$ cat config.mk
export PLATFORM = sky130hd
export DESIGN_NAME = lfsr_prng
export DESIGN_NICKNAME = d
export VERILOG_FILES = /design/src/rtl/lfsr_pkg.sv /design/src/rtl/lfsr_period_mon.sv /design/src/rtl/lfsr_prng.sv
export SDC_FILE = /design/constraint.sdc
export NUM_CORES = 1
export LEC_CHECK = 0
export BUFFER_PORTS_ARGS = -buffer_cell sky130_fd_sc_hd__buf_4
export CORE_MARGIN = 2
export CORE_UTILIZATION = 40
export CTS_CLUSTER_DIAMETER = 120
export DETAILED_ROUTE_END_ITERATION = 10
export RECOVER_POWER = 25
export SLEW_MARGIN = 25
export SYNTH_ARGS = -nofsm -noshare
export SYNTH_HDL_FRONTEND = slang
export SYNTH_HIERARCHICAL = 1
export SYNTH_SLANG_ARGS = --single-unit
$ cat constraint.sdc
create_clock -name clk -period 2.7 [get_ports clk]
set_input_delay 0 -clock clk [delete_from_list [all_inputs] [get_ports clk]]
set_output_delay 0 -clock clk [all_outputs]
set_load 0.005 [all_outputs]
$ cat src/rtl/lfsr_pkg.sv
// rtl/lfsr_pkg.sv - mode constants, maximal-length masks and the shared LFSR step function
package lfsr_pkg;

  localparam int unsigned LFSR_FIB = 0;
  localparam int unsigned LFSR_GAL = 1;

  // Right-shift Galois masks for maximal-length sequences, indexed by width.
  localparam logic [31:0] LFSR_GAL_MASKS [3:32] = '{
    32'h0000_0006, 32'h0000_000C, 32'h0000_0014, 32'h0000_0030,
    32'h0000_0060, 32'h0000_00B8, 32'h0000_0110, 32'h0000_0240,
    32'h0000_0500, 32'h0000_0829, 32'h0000_100D, 32'h0000_2015,
    32'h0000_6000, 32'h0000_D008, 32'h0001_2000, 32'h0002_0400,
    32'h0004_0023, 32'h0009_0000, 32'h0014_0000, 32'h0030_0000,
    32'h0042_0000, 32'h00E1_0000, 32'h0120_0000, 32'h0200_0023,
    32'h0400_0013, 32'h0900_0000, 32'h1400_0000, 32'h2000_0029,
    32'h4800_0000, 32'h8020_0003
  };

  function automatic logic [31:0] lfsr_default_gmask(input int width);
    return LFSR_GAL_MASKS[width];
  endfunction

  // Fibonacci taps use the reciprocal polynomial of the Galois mask.
  function automatic logic [31:0] lfsr_default_taps(input int width);
    logic [31:0] g;
    logic [31:0] f;
    g = LFSR_GAL_MASKS[width];
    f = 32'd1;
    for (int i = 0; i < width - 1; i++) begin
      if (g[i]) f[width-1-i] = 1'b1;
    end
    return f;
  endfunction

  function automatic logic [31:0] lfsr_next(input logic [31:0] state, input logic mode,
                                            input logic [31:0] taps, input logic [31:0] gmask,
                                            input int width);
    logic [31:0] wmask;
    logic [31:0] s;
    logic [31:0] n;
    wmask = (width >= 32) ? 32'hFFFF_FFFF : ((32'd1 << width) - 32'd1);
    s = state & wmask;
    if (mode) begin
      n = (s >> 1) ^ (s[0] ? (gmask & wmask) : 32'd0);
    end else begin
      n = (s >> 1) | (32'(^(s & taps & wmask)) << (width - 1));
    end
    n = n & wmask;
    if (n == 32'd0) n = 32'd1;
    return n;
  endfunction

endpackage

$ cat src/rtl/lfsr_period_mon.sv
// rtl/lfsr_period_mon.sv - seed register and sequence-length monitor
module lfsr_period_mon
  import lfsr_pkg::*;
#(
  parameter int unsigned WIDTH = 8
) (
  input  logic             clk,
  input  logic             reset,
  input  logic             seed_load,
  input  logic [WIDTH-1:0] seed_val,
  input  logic             advance,
  input  logic [WIDTH-1:0] next_state,
  output logic             period_done,
  output logic [WIDTH-1:0] period_len
);

  localparam logic [WIDTH-1:0] CNT_MAX = {{(WIDTH-1){1'b1}}, 1'b0};

  logic [WIDTH-1:0] seed_q, seed_d;
  logic [WIDTH-1:0] count_q, count_d;
  logic [WIDTH-1:0] len_q, len_d;
  logic             done_q, done_d;

  always_comb begin
    seed_d  = seed_q;
    count_d = count_q;
    len_d   = len_q;
    done_d  = 1'b0;
    if (seed_load) begin
      seed_d  = seed_val;
      count_d = '0;
    end else if (advance) begin
      if (next_state == seed_q) begin
        len_d   = count_q + WIDTH'(1);
        count_d = '0;
        done_d  = 1'b1;
      end else if (count_q != CNT_MAX) begin
        count_d = count_q + WIDTH'(1);
      end
    end
  end

  always_ff @(posedge clk or negedge reset) begin
    if (!reset) begin
      seed_q  <= WIDTH'(1);
      count_q <= '0;
      len_q   <= '0;
      done_q  <= 1'b0;
    end else begin
      seed_q  <= seed_d;
      count_q <= count_d;
      len_q   <= len_d;
      done_q  <= done_d;
    end
  end

  assign period_done = done_q;
  assign period_len  = len_q;

endmodule

$ cat src/rtl/lfsr_prng.sv
// rtl/lfsr_prng.sv - Fibonacci/Galois LFSR with seed load and valid/ready output stream
module lfsr_prng
  import lfsr_pkg::*;
#(
  parameter int unsigned WIDTH = 8,
  parameter int unsigned MODE  = LFSR_FIB,
  parameter logic [31:0] TAPS  = 32'h1D,
  parameter logic [31:0] GMASK = 32'hB8
) (
  input  logic             clk,
  input  logic             reset,
  input  logic             en,
  input  logic             seed_load,
  input  logic [WIDTH-1:0] seed_in,
  output logic [WIDTH-1:0] out_data,
  output logic             out_valid,
  input  logic             out_ready,
  output logic             period_done,
  output logic [WIDTH-1:0] period_len
);

  logic [WIDTH-1:0] state_q, state_d;
  logic             valid_q, valid_d;
  logic [WIDTH-1:0] next_state;
  logic [WIDTH-1:0] seed_fix;
  logic             advance;

  assign advance    = valid_q & out_ready & ~seed_load;
  assign next_state = WIDTH'(lfsr_next(32'(state_q), MODE == LFSR_GAL, TAPS, GMASK, int'(WIDTH)));
  assign seed_fix   = (seed_in == '0) ? WIDTH'(1) : seed_in;

  // A pending word is never withdrawn: en is only re-sampled once the stream is free.
  always_comb begin
    state_d = state_q;
    valid_d = valid_q;
    if (seed_load) begin
      state_d = seed_fix;
      valid_d = 1'b0;
    end else begin
      if (advance) state_d = next_state;
      if (!valid_q || out_ready) valid_d = en;
    end
  end

  always_ff @(posedge clk or negedge reset) begin
    if (!reset) begin
      state_q <= WIDTH'(1);
      valid_q <= 1'b0;
    end else begin
      state_q <= state_d;
      valid_q <= valid_d;
    end
  end

  assign out_data  = state_q;
  assign out_valid = valid_q;

  lfsr_period_mon #(
    .WIDTH(WIDTH)
  ) u_period_mon (
    .clk        (clk),
    .reset      (reset),
    .seed_load  (seed_load),
    .seed_val   (seed_fix),
    .advance    (advance),
    .next_state (next_state),
    .period_done(period_done),
    .period_len (period_len)
  );

endmodule

==> metrics.md <==
| Metric | Value |
|---|---|
| Max-cap violations | `1` |
| Vias in the first global route | `1641` |
| Die width | `73.7 um` |
| Num rows | `25` |
| Setup WS pre-CTS | `486 ps` |
| Pwr Total | `1.18 mW` |
| N_diodes | `0` |
| Sequential fraction of the synthesis area | `43.9%` |
| Distinct cell type count after synthesis | `42` |
| NetSw | `341 uW` |
| Die footprint | `0.00544 mm2` |
| Synth Register Bits | `34` |
| Bufs and invs on worst path | `1` |
| Num CTS Buffers | `5` |
| Ys flop type | `dfrtp_1` |
| Slowest CP cell | `dfrtp_1` |
| Yosys top cell area share | `41.2%` |
| Root Buffer | `clkbuf_8` |
| Status | `finished, violations left` |
| Leakage | `1.03 nW` |
| Nets | `236` |
| CP Capture Type | `register` |
| CTS H-tree lvls | `2` |
| Dpl cells | `259` |
| CTS Sinks | `34` |
| Final Cell Area | `0.00235 mm2` |
| Die Y | `73.7 um` |
| Clock-pin slew on the worst setup and hold paths | `80 ps` |
| Yosys top cell by area | `dfrtp_1` |
| Max_slew headroom | `-22.4%` |
| Antenna violations before repair | `0` |
| Worst Hold Depth | `4` |
| Area delta synth->final | `20.8%` |
| Crit path cell chain | `nor4_1 > a21o_1 > xnor2_1 > nand4_1 > nor4_4 > buf_4 > mux2_2` |
| Avg Cell Area, Syn | `10.1 um2` |
| Async S/R FF share, synth | `100%` |
| Share of layout cells above drive strength 1 | `27.0%` |
| Vias/cell | `5.74` |
| Top cells by area, synth | `dfrtp_1, mux2_2, xnor2_1, clkbuf_1, mux2i_1` |
| Cells after Synth | `193` |
| Non-filler instance count after layout | `276` |
| Post-DP HPWL | `3220 um` |
| Post-synth EDFFs | `0` |
| Min-delay src | `out_ready` |
| Reg2reg setup slack | `470 ps` |
| I/O Buffers | `30` |
| Mean routed wirelength per cell | `17.0 um` |
| Seq pwr share | `50.4%` |
| Power density cells | `501 mW/mm2` |
| Worst R2R Path Depth | `7` |
| Final setup viols | `0` |
| Tcrit/Tclk final | `82.8%` |
| Final hold viol count | `0` |
| Worst vdd ir | `0.239 mV` |
| Worst Tran Pin Value | `1840 ps` |
| Final min period | `2230 ps` |
| Worst flop-to-flop path startpoint | `out_data[6]` |
| CP required | `2870 ps` |
| Critical path fanouts, max | `9` |
| Clock Latency Late Sink | `290 ps` |
| Top post-synthesis cells by count | `dfrtp_1, clkbuf_1, mux2_2, xnor2_1, nand2_1` |
| Placed instance area | `0.00218 mm2` |
| Remaining antenna violation count | `0` |
| FMAX | `447 MHz` |
| Count of cells resized by post-cts repair | `0` |
| Sum of negative setup slack | `0 ps` |
| Switching Share | `28.9%` |
| CP max stage delay | `440 ps` |
| 1st-iter DRT viols | `94` |
| Max Root-Sink Buffers | `2` |
| CP Data Arrival Time | `2400 ps` |
| Worst path depth | `7` |
| Number of placed I/O pins | `31` |
| GRT Total Usage | `19.4%` |
| HP Class | `in -> reg` |
| GRT Residual Overflow | `0` |
| Post-route setup slack | `465 ps` |
| Most numerous cell in the Yosys netlist | `dfrtp_1` |
| CTS tree | `built` |
| Crit path launch type | `register` |
| First-pass GRT wire length | `8020 um` |
| P_int | `837 uW` |
| Routability cong. | `0.879` |
| Clock power frac | `30.4%` |
| Worst Hold Endpoint | `out_valid` |
| Synth Net Count | `208` |
| Comb pwr share | `19.2%` |
| Final Max Slew Viols | `35` |
| Initial core utilization | `41.5%` |
| RSZ-0062 raised after global routing | `no` |
| RR Endpoint | `u_period_mon/period_len[6]` |
| Largest net degree at the start of global routing | `43` |
| Crit-path leading delay family | `simple AND/OR/NAND/NOR gates` |
| Failing checks | `max-capacitance violations, max-slew violations` |
| Residual DRC | `0` |
| Routed wire length | `4690 um` |
| 1st-pass router iterations | `4` |
| Setup CP Type | `reg -> reg` |
| Core box area | `0.00469 mm2` |
| Synthesized area | `0.00195 mm2` |
| Via count | `1584` |
| Skew final | `19.3 ps` |
| Warnings, synthesis | `6` |
registers in the layout, summed over array words and instances (netlist names):
name / count
out_data: 8
out_valid: 1
u_period_mon/count_q: 8
u_period_mon/period_len: 8
u_period_mon/period_done: 1
u_period_mon/seed_q: 8
what timing repair did:
item / CTS / global route
setup buffers: 0 / 0
hold buffers: 9 / 0
endpoints found under the hold margin: 49 / 0
worst max-delay path by stage:
stage,to,slack [ps],startpoint
final,u_period_mon/period_len[6],470,out_data[6]
after global routing,u_period_mon/period_len[6],380,out_data[6]
after CTS,u_period_mon/period_len[3],470,out_data[6]
after detailed placement,u_period_mon/period_len[6],490,out_data[6]
after global placement,u_period_mon/period_len[3],590,out_data[0]
after floorplan,u_period_mon/period_len[0],490,out_data[0]
worst min-delay path: cells and delay by family:
kind / cells / cell delay, ps
and+or+nand+nor: 1 / 40
AOI/OAI and AO/OA: 1 / 110
buffers and inverters: 2 / 140
through the flow:
| step | hold WS [ps] | util, % |
|---|---|---|
| 2_1_floorplan | -296 | - |
| 5_1_grt | 78.1 | 50.1 |
| 6_report | 26.3 | 50.1 |
| 4_1_cts | 22.9 | 50.2 |
| 3_3_place_gp | -26.1 | 46.5 |
| 3_5_place_dp | -24.4 | 46.5 |
layout by cell type, fill, tap and decap left out, drive strengths merged, types with 2 or more instances in the layout:
cell type    instances
nand3                5
dlygate4sd3          9
nand2b               2
inv                  7
xor2                 2
nor3b                2
ha                   2
a21o                 2
nand4                4
buf                 33
nor3                 5
xnor2               15
nand2               11
o21ai                9
nor2                 7
clkbuf               7
a21oi                3
clkinv               3
nor4                 5
o2111ai              6
o311ai               4
mux2                15
o211ai               3
o22ai                5
dfrtp               32
mux2i                7
and3                 2
and4                 2
dfstp                2
cell families after synthesis:
| logic type | synth area share (%) |
|---|---|
| buf+inv | 6.05 |
| simple gates | 14.6 |
| mux | 12.3 |
| fa+ha+maj | 1.29 |
| xor+xnor | 7.65 |
| compound gates | 14.3 |
| flops | 43.9 |
final cells by class:
cell class                 instances  area [um2]
fill                             434        2340
multi-input combinational        129         975
sequential                        34         853
timing repair buffer              43         342
clock buffer                       6        72.6
tap                               54        67.6
inverter                           8        30.0
clock inverter                     2        10.0
metal layers:
| metal | routed length, um | GRT usage [%] |
|---|---|---|
| met5 | 0 | 0 |
| met4 | 102 | 9.70 |
| met3 | 237 | 3.70 |
| met2 | 2300 | 29.3 |
| met1 | 2050 | 26.4 |
power groups by stage:
stage	Sequential (mW)	Combinational [mW]	Clock, mW
after floorplan	0.587	0.146	0
after global placement	0.601	0.208	0
after detailed placement	0.603	0.213	0
after CTS	0.593	0.227	0.373
after global routing	0.599	0.248	0.398
final	0.594	0.226	0.358
Note: power is estimated with default switching activity, not from simulation.
